==> config.mk <==
export PLATFORM = sky130hd
export DESIGN_NAME = dmtd_scan_ctl_flat
export DESIGN_NICKNAME = d
export VERILOG_FILES = /design/src/rtl/dmtd_scan_ctl_if.sv /design/src/rtl/dmtd_scan_ctl.sv /design/src/flat_wrapper.sv
export SDC_FILE = /design/constraint.sdc
export NUM_CORES = 1
export LEC_CHECK = 0
export ABC_AREA = 1
export BUFFER_PORTS_ARGS = -buffer_cell sky130_fd_sc_hd__buf_4
export CORE_MARGIN = 4
export CORE_UTILIZATION = 62
export DETAILED_ROUTE_END_ITERATION = 8
export GPL_TIMING_DRIVEN = 0
export PLACE_DENSITY = 0.81
export SYNTH_ARGS = -nofsm -noshare
export SYNTH_HDL_FRONTEND = slang
export SYNTH_SLANG_ARGS = --single-unit
==> constraint.sdc <==
create_clock -name clk -period 5.6 [get_ports clk]
set_input_delay 1.12 -clock clk [delete_from_list [all_inputs] [get_ports clk]]
set_output_delay 1.12 -clock clk [all_outputs]
set_load 0.05 [all_outputs]
==> src/rtl/dmtd_scan_ctl_if.sv <==
// Bus bundle between the DMTD scan sequencer and its surroundings:
// run/phase/error inputs and the mux select, status and result outputs.
interface dmtd_scan_ctl_if #(
    parameter int dw  = 14,
    parameter int nch = 4
);
    localparam int SW = $clog2(nch);

    logic            run;
    logic [dw-2:0]   phdiff_in;
    logic            err_in;
    logic [SW-1:0]   sel;
    logic            busy;
    logic [dw-2:0]   result;
    logic [SW-1:0]   result_ch;
    logic            result_valid;
    logic            fail;
    logic [nch-1:0]  fail_mask;

    modport master (
        output run, phdiff_in, err_in,
        input  sel, busy, result, result_ch, result_valid, fail, fail_mask
    );

    modport slave (
        input  run, phdiff_in, err_in,
        output sel, busy, result, result_ch, result_valid, fail, fail_mask
    );
endinterface

==> src/rtl/dmtd_scan_ctl.sv <==
// DMTD phase scan sequencer: steps the clock-pair mux over nch channels,
// waits for the trackers to settle, averages 2**navg_log2 phase samples
// with wrap-safe differences against the first sample, and publishes one
// result (or a failure) per channel.
// Optional feature macro: DMTD_SCAN_RETRY_EN enables up to max_retry
// re-acquisitions of a channel after a tracker error; without it the
// first error abandons the channel.
module dmtd_scan_ctl #(
    parameter int dw         = 14,
    parameter int nch        = 4,
    parameter int settle     = 2048,
    parameter int sample_per = 64,
    parameter int navg_log2  = 4,
    parameter int max_retry  = 3
) (
    input  logic          clk,
    input  logic          rst_n,
    dmtd_scan_ctl_if.slave bus
);
    localparam int PW   = dw - 1;
    localparam int SW   = $clog2(nch);
    localparam int AW   = PW + navg_log2;
    localparam int CMAX = (settle > sample_per) ? settle : sample_per;
    localparam int CW   = $clog2(CMAX + 1);
    localparam int NW   = navg_log2 + 1;
    localparam int NS   = 1 << navg_log2;

    typedef enum logic [1:0] {IDLE, SETTLE, ACQ, DONE} state_t;

    state_t                r_state;
    state_t                w_state_nxt;
    logic [CW-1:0]         r_cnt;
    logic [NW-1:0]         r_nsmp;
    logic [PW-1:0]         r_ref;
    logic [PW-1:0]         r_avg;
    logic signed [AW-1:0]  r_acc;
    logic                  r_failed;
    logic                  r_run_d;
    logic [SW-1:0]         r_sel;
    logic [SW-1:0]         r_result_ch;
    logic [PW-1:0]         r_result;
    logic                  r_result_valid;
    logic                  r_fail;
    logic [nch-1:0]        r_fail_mask;

    logic                  w_run_rise;
    logic                  w_can_retry;
    logic                  w_retry;
    logic                  w_abort;
    logic                  w_take;
    logic                  w_finish;
    logic [PW-1:0]         w_ref_eff;
    logic [PW-1:0]         w_d;
    logic [PW-1:0]         w_avg;
    logic signed [AW-1:0]  w_acc_nxt;
    logic signed [AW-1:0]  w_acc_avg;

    assign w_run_rise = bus.run & ~r_run_d;

    // The first sample becomes the reference, so its difference is zero by
    // construction; later samples wrap modulo 2**PW and are sign-extended.
    assign w_ref_eff = (r_nsmp == '0) ? bus.phdiff_in : r_ref;
    assign w_d       = bus.phdiff_in - w_ref_eff;
    assign w_acc_nxt = r_acc + AW'($signed(w_d));
    assign w_acc_avg = w_acc_nxt >>> navg_log2;
    assign w_avg     = w_ref_eff + w_acc_avg[PW-1:0];

`ifdef DMTD_SCAN_RETRY_EN
    localparam int RW = $clog2(max_retry + 2);
    logic [RW-1:0] r_retry;

    // Re-acquisition counter, reset once the channel is finished
    always_ff @(posedge clk or negedge rst_n) begin
        if (!rst_n) begin
            r_retry <= '0;
        end else if (r_state == DONE) begin
            r_retry <= '0;
        end else if (w_retry) begin
            r_retry <= r_retry + 1'b1;
        end
    end

    assign w_can_retry = (r_retry < RW'(max_retry));
`else
    assign w_can_retry = 1'b0;
`endif

    // Next-state decode and per-cycle control strobes
    always_comb begin
        w_state_nxt = r_state;
        w_retry     = 1'b0;
        w_abort     = 1'b0;
        w_take      = 1'b0;
        w_finish    = 1'b0;
        case (r_state)
            IDLE: begin
                if (bus.run) begin
                    w_state_nxt = SETTLE;
                end
            end
            SETTLE, ACQ: begin
                if (bus.err_in) begin
                    if (w_can_retry) begin
                        w_retry     = 1'b1;
                        w_state_nxt = SETTLE;
                    end else begin
                        w_abort     = 1'b1;
                        w_state_nxt = DONE;
                    end
                end else if (r_state == SETTLE) begin
                    if (r_cnt == CW'(settle - 1)) begin
                        w_state_nxt = ACQ;
                    end
                end else if (r_cnt == CW'(sample_per - 1)) begin
                    w_take = 1'b1;
                    if (r_nsmp == NW'(NS - 1)) begin
                        w_finish    = 1'b1;
                        w_state_nxt = DONE;
                    end
                end
            end
            DONE: begin
                w_state_nxt = bus.run ? SETTLE : IDLE;
            end
            default: begin
                w_state_nxt = IDLE;
            end
        endcase
    end

    // State register
    always_ff @(posedge clk or negedge rst_n) begin
        if (!rst_n) begin
            r_state <= IDLE;
        end else begin
            r_state <= w_state_nxt;
        end
    end

    // Shared settle / sample-period counter, restarted on every phase change
    always_ff @(posedge clk or negedge rst_n) begin
        if (!rst_n) begin
            r_cnt <= '0;
        end else if (w_retry || w_take || (w_state_nxt != r_state)) begin
            r_cnt <= '0;
        end else if ((r_state == SETTLE) || (r_state == ACQ)) begin
            r_cnt <= r_cnt + 1'b1;
        end
    end

    // Sample counter, reference, accumulator and pending average
    always_ff @(posedge clk or negedge rst_n) begin
        if (!rst_n) begin
            r_nsmp   <= '0;
            r_ref    <= '0;
            r_acc    <= '0;
            r_avg    <= '0;
            r_failed <= 1'b0;
        end else begin
            if (r_state == SETTLE) begin
                r_nsmp <= '0;
                r_acc  <= '0;
            end else if (w_take) begin
                r_nsmp <= r_nsmp + 1'b1;
                r_ref  <= w_ref_eff;
                r_acc  <= w_acc_nxt;
            end
            if (w_finish) begin
                r_avg <= w_avg;
            end
            if (w_abort) begin
                r_failed <= 1'b1;
            end else if (r_state == DONE) begin
                r_failed <= 1'b0;
            end
        end
    end

    // Published outputs: result/fail and the mux advance all land on the DONE exit edge
    always_ff @(posedge clk or negedge rst_n) begin
        if (!rst_n) begin
            r_run_d        <= 1'b0;
            r_sel          <= '0;
            r_result       <= '0;
            r_result_ch    <= '0;
            r_result_valid <= 1'b0;
            r_fail         <= 1'b0;
            r_fail_mask    <= '0;
        end else begin
            r_run_d        <= bus.run;
            r_result_valid <= 1'b0;
            r_fail         <= 1'b0;
            if (w_run_rise) begin
                r_fail_mask <= '0;
            end
            if ((r_state == IDLE) && w_run_rise) begin
                r_sel <= '0;
            end
            if (r_state == DONE) begin
                r_result_ch <= r_sel;
                r_sel       <= (r_sel == SW'(nch - 1)) ? '0 : r_sel + 1'b1;
                if (r_failed) begin
                    r_fail             <= 1'b1;
                    r_fail_mask[r_sel] <= 1'b1;
                end else begin
                    r_result       <= r_avg;
                    r_result_valid <= 1'b1;
                end
            end
        end
    end

    assign bus.sel          = r_sel;
    assign bus.busy         = (r_state != IDLE);
    assign bus.result       = r_result;
    assign bus.result_ch    = r_result_ch;
    assign bus.result_valid = r_result_valid;
    assign bus.fail         = r_fail;
    assign bus.fail_mask    = r_fail_mask;
endmodule

==> src/flat_wrapper.sv <==
// flat-port wrapper written by rule: the top's interface ports become plain ports
module dmtd_scan_ctl_flat 
#(
    parameter int dw         = 14,
    parameter int nch        = 4,
    parameter int settle     = 2048,
    parameter int sample_per = 64,
    parameter int navg_log2  = 4,
    parameter int max_retry  = 3
)
  (clk, rst_n, bus_run, bus_phdiff_in, bus_err_in, bus_sel, bus_busy, bus_result, bus_result_ch, bus_result_valid, bus_fail, bus_fail_mask);
  dmtd_scan_ctl_if #(.dw(dw), .nch(nch)) bus_i ();
  input  logic clk;
  input  logic rst_n;
  input wire logic [$bits(bus_i.run)-1:0] bus_run;
  input wire logic [$bits(bus_i.phdiff_in)-1:0] bus_phdiff_in;
  input wire logic [$bits(bus_i.err_in)-1:0] bus_err_in;
  output wire logic [$bits(bus_i.sel)-1:0] bus_sel;
  output wire logic [$bits(bus_i.busy)-1:0] bus_busy;
  output wire logic [$bits(bus_i.result)-1:0] bus_result;
  output wire logic [$bits(bus_i.result_ch)-1:0] bus_result_ch;
  output wire logic [$bits(bus_i.result_valid)-1:0] bus_result_valid;
  output wire logic [$bits(bus_i.fail)-1:0] bus_fail;
  output wire logic [$bits(bus_i.fail_mask)-1:0] bus_fail_mask;
  assign bus_i.run = bus_run;
  assign bus_i.phdiff_in = bus_phdiff_in;
  assign bus_i.err_in = bus_err_in;
  assign bus_sel = bus_i.sel;
  assign bus_busy = bus_i.busy;
  assign bus_result = bus_i.result;
  assign bus_result_ch = bus_i.result_ch;
  assign bus_result_valid = bus_i.result_valid;
  assign bus_fail = bus_i.fail;
  assign bus_fail_mask = bus_i.fail_mask;
  dmtd_scan_ctl #(.dw(dw), .nch(nch), .settle(settle), .sample_per(sample_per), .navg_log2(navg_log2), .max_retry(max_retry)) u_core (.clk(clk), .rst_n(rst_n), .bus(bus_i));
endmodule
==> summary.md, run 1 <==
| Metric | Value |
|---|---|
| Run status | complete, no violations |
| Routed Antenna Nets | 0 |
| Sw power | 886 uW |
| M1 WL | 6280 um |
| RePlAce Congestion | roughly 0.9 |
| Met2 wire len | ~7000 um |
| Syn_nets | 837 |
| Clock share of power | 26.5% |
| Pint | ~1.3 mW |
| Worst-path clk slew | roughly 0.09 ns |
| Fillers | 756 |
| Die Span X | about 110 um |
| Worst-margin pin slew | about 1.1 ns |
| Clk_lat worst skew | 0.37 ns |
| Area of the multi-input gates | 0.00343 mm2 |
| Crit path capture type | register |
| CTS H-tree lvls | 3 |
| Reg2reg path depth | 32 |
| Final setup violation count | 0 |
| Post-synth top area cell | dfrtp_1 |
| # IOs | 41 |
| CTS Hold Buffers Added | 0 |
| Hold depth | 2 |
| Worst Clk Skew | roughly 0.022 ns |
| Starting density of the core | 64.5% |
| Post-route DRC | 0 |
| # clock sinks | 87 |
| HP Start | u_core.bus.result[7] |
| Global route overflow | 0 |
| Final period util | between 90% and 100% |
| Die ar. | about 0.011 mm2 |
| Worst R2R Start | u_core.r_nsmp[1] |
| Post-Synth Adder-Cell Area | 10.1% |
| Slowest cell on the critical path | o21ai_0 |
| Worst r2r dst | u_core.r_avg[12] |
| Number of synthesized flops with an enable pin | 0 |
| Initial antenna violation count | 0 |
| Initial DRC Count | 300 |
| Final hold vios | 0 |
| Crit. Startpoint | u_core.r_nsmp[1] |
| Max Cap Violations | 0 |
| CP most frequent cell | inv_1 |
| Via density | between 5 and 6 |
| Root buf cell | clkbuf_8 |
| Die height | 107 um |
| Library cells used by synthesis | 50 |
| Simple-gate share of the synthesized area | 28.8% |
| Pwr/cell area | 318 mW/mm2 |
| Relative slew margins | 24.5% |
| Count of input and output buffers | 40 |
| Largest net degree at the start of global routing | 88 |
| Min-Delay Path Class | reg2reg |
| Max FO, Critical Path | 19 |
| Via count | 5337 |
| DR WL met3 | about 600 um |
| Core area | 0.00937 mm2 |
| TritonRoute pass-1 iters | 5 |
| Part of the power in registers | 33.5% |
| Layout cells sized above 1 | 16.3% |
| Reg2Reg Setup Slack | 0.35 ns |
| Multiplexer area fraction after synthesis | 0% |
| Final net count | 891 |
| Maximum clock frequency | 0.190 GHz |
| Total power after layout | approximately 2.2 mW |
| CP arrival | 5.51 ns |
| Synth area leaders | dfrtp_1 (36%), nand2_1 (11%), ha_1 (9.7%), inv_1 (6.5%), o21ai_0 (3.9%) |
| Seq cells post-synth | 87 |
| Leakage | about 3.6 nW |
| Peak supply drop | 0.000420 V |
| Post-DR wirelength/cell | 15.1 um |
| Commonest cells after routing, fill and taps aside | nand2_1 (181), inv_1 (104), dfrtp_1 (87) |
| Largest family of logic cells by synthesized area | simple AND/OR/NAND/NOR gates |
| Top routing layer in use | met4 |
| Critical path type | reg2reg |
| Synth Area per Inst | between 7 and 8 um2 |
| Synthesized cell area | 0.00605 mm2 |
| Diodes inserted | 0 |
| Max incr delay on CP | 0.43 ns |
| Final worst path period need | 5.25 ns |
| Setup TNS | 0 ns |
| Total Wirelength | 14500 um |
| First-pass GRT wire length | 24100 um |
| WP data required | approximately 5.9 ns |
| CTS tree | done |
| Switching share of power | 40.7% |
| Area Growth Syn to Fin | 13.2% |
| Clock Tree Buf Depth | 2 |
| Xor-xnor portion of the synthesized cell area | under 10% |
| Cells after Synth | between 700 and 800 |
| Slew Viols, Final | 0 |
| Share of the synthesized area in the top cell type | 36.0% |
| Commonest non-fill, non-tap cell in the layout | nand2_1 |
| Top_reg_cell synth | dfrtp_1 |
| Vias in the first global route | 5284 |
| Warnings, synthesis | 0 |
| CP startpoint kind | register |
| Row cnt | 35 |
| Compound-Gate Fraction of Synth Area | 12.9% |
| Num CTS Buffers | 9 |
| HPWL Detailed | approximately 11000 um |
| Seq/Total Area, Yosys | 36.0% |
| Register Area | 0.00218 mm2 |
| Hold Path End | u_core.bus.result[7] |
| Overall routing resource usage | 26.3% |
| Asr flop ratio synth | 100% |
| Combinational power share | around 40% |
## registers in the layout, summed over array words and instances, names as in the netlist
signal                   cells
u_core.r_ref                13
u_core.r_avg                13
u_core.r_cnt                12
u_core.bus.sel               2
u_core.bus.result_valid      1
u_core.bus.fail_mask         4
u_core.r_acc                17
u_core.r_state               2
u_core.r_failed              1
u_core.bus.result           13
u_core.r_nsmp                5
u_core.r_run_d               1
u_core.bus.fail              1
u_core.bus.result_ch         2
## through the flow
stage          setup slack, ns  utilization, %  cell area [um2]  std cells  hold slack (ns)
2_1_floorplan            0.518               -             6050        772            0.446
3_3_place_gp            -0.356            69.5             6510        941            0.456
3_5_place_dp            -0.586            69.5             6510        941            0.467
4_1_cts                0.00119            72.3             6770        954            0.486
5_1_grt                -0.0166            73.1             6850        958            0.499
6_report                 0.350            73.1             6850        958            0.483
## logic make-up after synthesis
family | count (synthesis)
AO/OA/AOI/OAI | 134
AND/OR/NAND/NOR | 353
flip-flops | 87
buffers and inverters | 122
XOR/XNOR | 28
adder cells (fa/ha/maj) | 48
## power groups by stage
stage | sequential (mW) | clock (mW) | combinational (mW)
after floorplan | 0.884 | 0 | 0.463
after global placement | 0.737 | 0 | 0.830
after detailed placement | 0.741 | 0 | 0.857
after CTS | 0.729 | 0.585 | 0.863
after global routing | 0.736 | 0.611 | 0.956
final | 0.729 | 0.575 | 0.869
## layout make-up
cell class              instances  area share (%)
inverters                     108            5.92
repair buffers                 44            4.82
plain buffers                  13            1.33
clock buffers                   9            1.81
multi-input cells             563            50.0
well taps                     129            2.36
flip-flops and latches         87            31.8
clock inverters                 5            1.92
## per-layer routing
metal,track usage (%),up-vias
li1,-,2620
met1,33.3,2548
met2,44.4,129
met3,3.31,40
met4,12.7,0
met5,0,-
## timing repair
action	CTS	global route
endpoints found under the hold margin	0	0
resized for setup	3	11
setup buffers	0	4
pin swaps	0	3
setup endpoints to repair	6	4
## worst max-delay path by stage
stage                             to  slack, ns
detailed placement  u_core.r_avg[12]      -0.59
global route        u_core.r_avg[12]      -0.02
finish              u_core.r_avg[12]       0.35
CTS                 u_core.r_avg[12]      0.001
global placement    u_core.r_avg[12]      -0.36
floorplan           u_core.r_avg[12]       0.52
## Yosys cell counts, types with 2 or more instances
master    number
nand2_1      182
inv_1        104
dfrtp_1       87
ha_1          47
nor2_1        47
o21ai_0       47
nand3_1       46
a21oi_1       42
xor2_1        19
nand2_2       15
a22o_1        11
clkbuf_1       9
nand4_1        9
o21ai_1        9
nand3_2        8
nor3_1         8
xnor2_1        8
nand2_4        7
nor2_2         5
nor2_4         5
nand3_4        4
o21ai_2        4
o21bai_1       4
o22ai_1        4
or2_2          4
a31oi_1        3
inv_2          3
nor3b_1        3
a211oi_1       2
a21o_1         2
and3_1         2
buf_2          2
buf_6          2
or2_1          2
## critical path, delay by kind of cell, from the launching register on
kind | cells | cell delay (ns)
AO/OA/AOI/OAI | 7 | 1.45
adder cells (fa/ha/maj) | 4 | 1.15
AND/OR/NAND/NOR | 12 | 1.07
buffers and inverters | 7 | 0.69
flip-flops | 1 | 0.41
XOR/XNOR | 2 | 0.36
Note: power is estimated with default switching activity, not from simulation.
==> run 2, diff against run 1 <==
CTS_CLUSTER_DIAMETER = 200   (was unset)
REMOVE_ABC_BUFFERS = 1   (was unset)
==> run 2 against run 1 <==
Net effect: fmax down 1.3%; setup slack worse by 0.069 ns; wire length down 2.7%; critical endpoint unchanged.
==> summary.md, run 2 (synthesis results as in run 1) <==
| Metric | Value |
|---|---|
| Via count | ~5300 |
| # IOs | 41 |
| Run status | complete, no violations |
| Dpl ws | -0.237 ns |
| Area of the multi-input gates | 0.00347 mm2 |
| Max FO, Critical Path | 8 |
| Post-DR wirelength/cell | about 15 um |
| Fillers | 747 |
| Starting density of the core | between 60 and 70% |
| Crit path capture type | register |
| Switching share of power | ~44% |
| Max incr delay on CP | 0.43 ns |
| Total power after layout | 2.00 mW |
| Largest net degree at the start of global routing | between 80 and 90 |
| Worst-margin pin slew | 1.23 ns |
| Relative slew margins | 17.5% |
| Area after DPL | ~0.0064 mm2 |
| Pint | 1.11 mW |
| Initial antenna violation count | 0 |
| First-pass GRT wire length | between 20000 and 25000 um |
| TritonRoute pass-1 iters | 6 |
| Count of input and output buffers | 40 |
| Clock share of power | 21.1% |
| Final period util | 95.0% |
| Clk_lat worst skew | 0.36 ns |
| CP most frequent cell | nand2_1 |
| Slowest cell on the critical path | dfrtp_1 |
| Layout cells sized above 1 | 17.1% |
| Fin Hold WS | roughly 0.48 ns |
| Routed Antenna Nets | 0 |
| Setup TNS | 0 ns |
| Part of the power in registers | a little over a third |
| Core area | 0.00937 mm2 |
| Vias in the first global route | 5182 |
| Root buf cell | clkbuf_8 |
| Pwr/cell area | 295 mW/mm2 |
| Final net count | ~890 |
| RePlAce Congestion | 0.926 |
| Worst Clk Skew | 0.0150 ns |
| Diodes inserted | 0 |
| Final setup margin | between 0.2 and 0.3 ns |
| Initial DRC Count | a little over 300 |
| Area Growth Syn to Fin | 12.2% |
| Slew Viols, Final | 0 |
| HPWL Detailed | 9960 um |
| CTS H-tree lvls | 3 |
| Commonest non-fill, non-tap cell in the layout | nand2_1 |
| Global route overflow | 0 |
| Combinational power share | 42.5% |
| CP startpoint kind | register |
| Final hold vios | 0 |
| Worst-path clk slew | 0.10 ns |
| Final setup violation count | 0 |
| Die ar. | around 0.011 mm2 |
| Final instance area | 0.00679 mm2 |
| CP arrival | 5.56 ns |
| Num CTS Buffers | 9 |
| Die height | ~110 um |
| CTS tree | done |
| Peak supply drop | 0.000190 V |
| Critical path type | reg2reg |
| Via density | 5.53 |
| Max reg flops | 17 |
| Total Wirelength | 14100 um |
| # clock sinks | 87 |
| Post-route DRC | 0 |
| Biggest register | u_core.r_acc |
| Die Span X | around 110 um |
| Clock Tree Buf Depth | 2 |
| Overall routing resource usage | 24.7% |
| CTS Hold Buffers Added | 0 |
| Leakage | 3.60 nW |
| Commonest cells after routing, fill and taps aside | nand2_1 (182), inv_1 (104), dfrtp_1 (87) |
| Max Cap Violations | 0 |
| Maximum clock frequency | 0.188 GHz |
| Min-Delay Path Class | reg2reg |
| Register Area | approximately 0.0022 mm2 |
| Row cnt | 35 |
| Final worst path period need | approximately 5.3 ns |
| Sw power | 889 uW |
| WP data required | around 5.8 ns |
-- run 2: cell count changes in the layout (fill, tap and decap cells not counted), sizes merged --
cell,before,now
inv,108,110
buf,49,52
bufinv,4,0
nand2,204,206
clkinv,1,3
clkinvlp,0,1
clkbuf,17,10
-- run 2: power by group through the flow --
stage	Sequential [mW]	Combinational [mW]	Clock (mW)
6_report	0.728	0.852	0.424
5_1_grt	0.738	0.939	0.459
2_1_floorplan	0.884	0.451	0
4_1_cts	0.728	0.838	0.430
3_3_place_gp	0.736	0.807	0
3_5_place_dp	0.740	0.834	0
-- run 2: what timing repair did --
item,4_1_cts,5_1_grt
setup buffers,0,12
pin swaps,0,6
setup endpoints to repair,3,4
resized for setup,4,11
gates cloned,0,2
-- run 2: layout make-up --
class	instances	share of cell area [%]
multi-input cells	565	51.1
flip-flops and latches	87	32.1
inverters	108	5.97
repair buffers	52	5.75
well taps	129	2.38
clock buffers	10	1.88
clock inverters	6	0.793
-- run 2: final timing paths --
check / startpoint / endpoint / slack [ns] / depth (start not counted)
min: u_core.r_avg[12] / u_core.bus.result[12] / 0.48 / 2
max: u_core.r_nsmp[0] / u_core.r_avg[12] / 0.28 / 40
max reg2reg: u_core.r_nsmp[0] / u_core.r_avg[12] / 0.28 / 40
min in group asynchronous: rst_n / u_core.r_ref[3] / 0.94 / 1
max in group asynchronous: rst_n / u_core.bus.result[7] / 3.92 / 1
min reg2reg: u_core.r_avg[12] / u_core.bus.result[12] / 0.48 / 2
-- run 2: metrics by stage --
step,utilization [%],std cells
after global placement,68.5,927
after detailed placement,68.5,927
after floorplan,-,758
after CTS,70.7,943
after global routing,72.4,957
final,72.4,957
-- run 2: layer usage --
| metal | part of all wire [%] | up-vias | global-route usage, % |
|---|---|---|---|
| met2 | 49 | 141 | 42.9 |
| met3 | 3.8 | 41 | 3.13 |
| li1 | - | 2624 | - |
| met1 | 44 | 2484 | 31.1 |
| met4 | 3.2 | 0 | 9.77 |
| met5 | 0 | - | 0 |
-- run 2: worst max-delay path, delay by kind of cell, from the launching register on --
| kind | cells | cell delay, ns |
|---|---|---|
| compound gates | 6 | 0.71 |
| fa+ha+maj | 5 | 1.05 |
| buf+inv | 7 | 0.47 |
| xor+xnor | 2 | 0.44 |
| flops | 1 | 0.43 |
| simple gates | 20 | 2.06 |
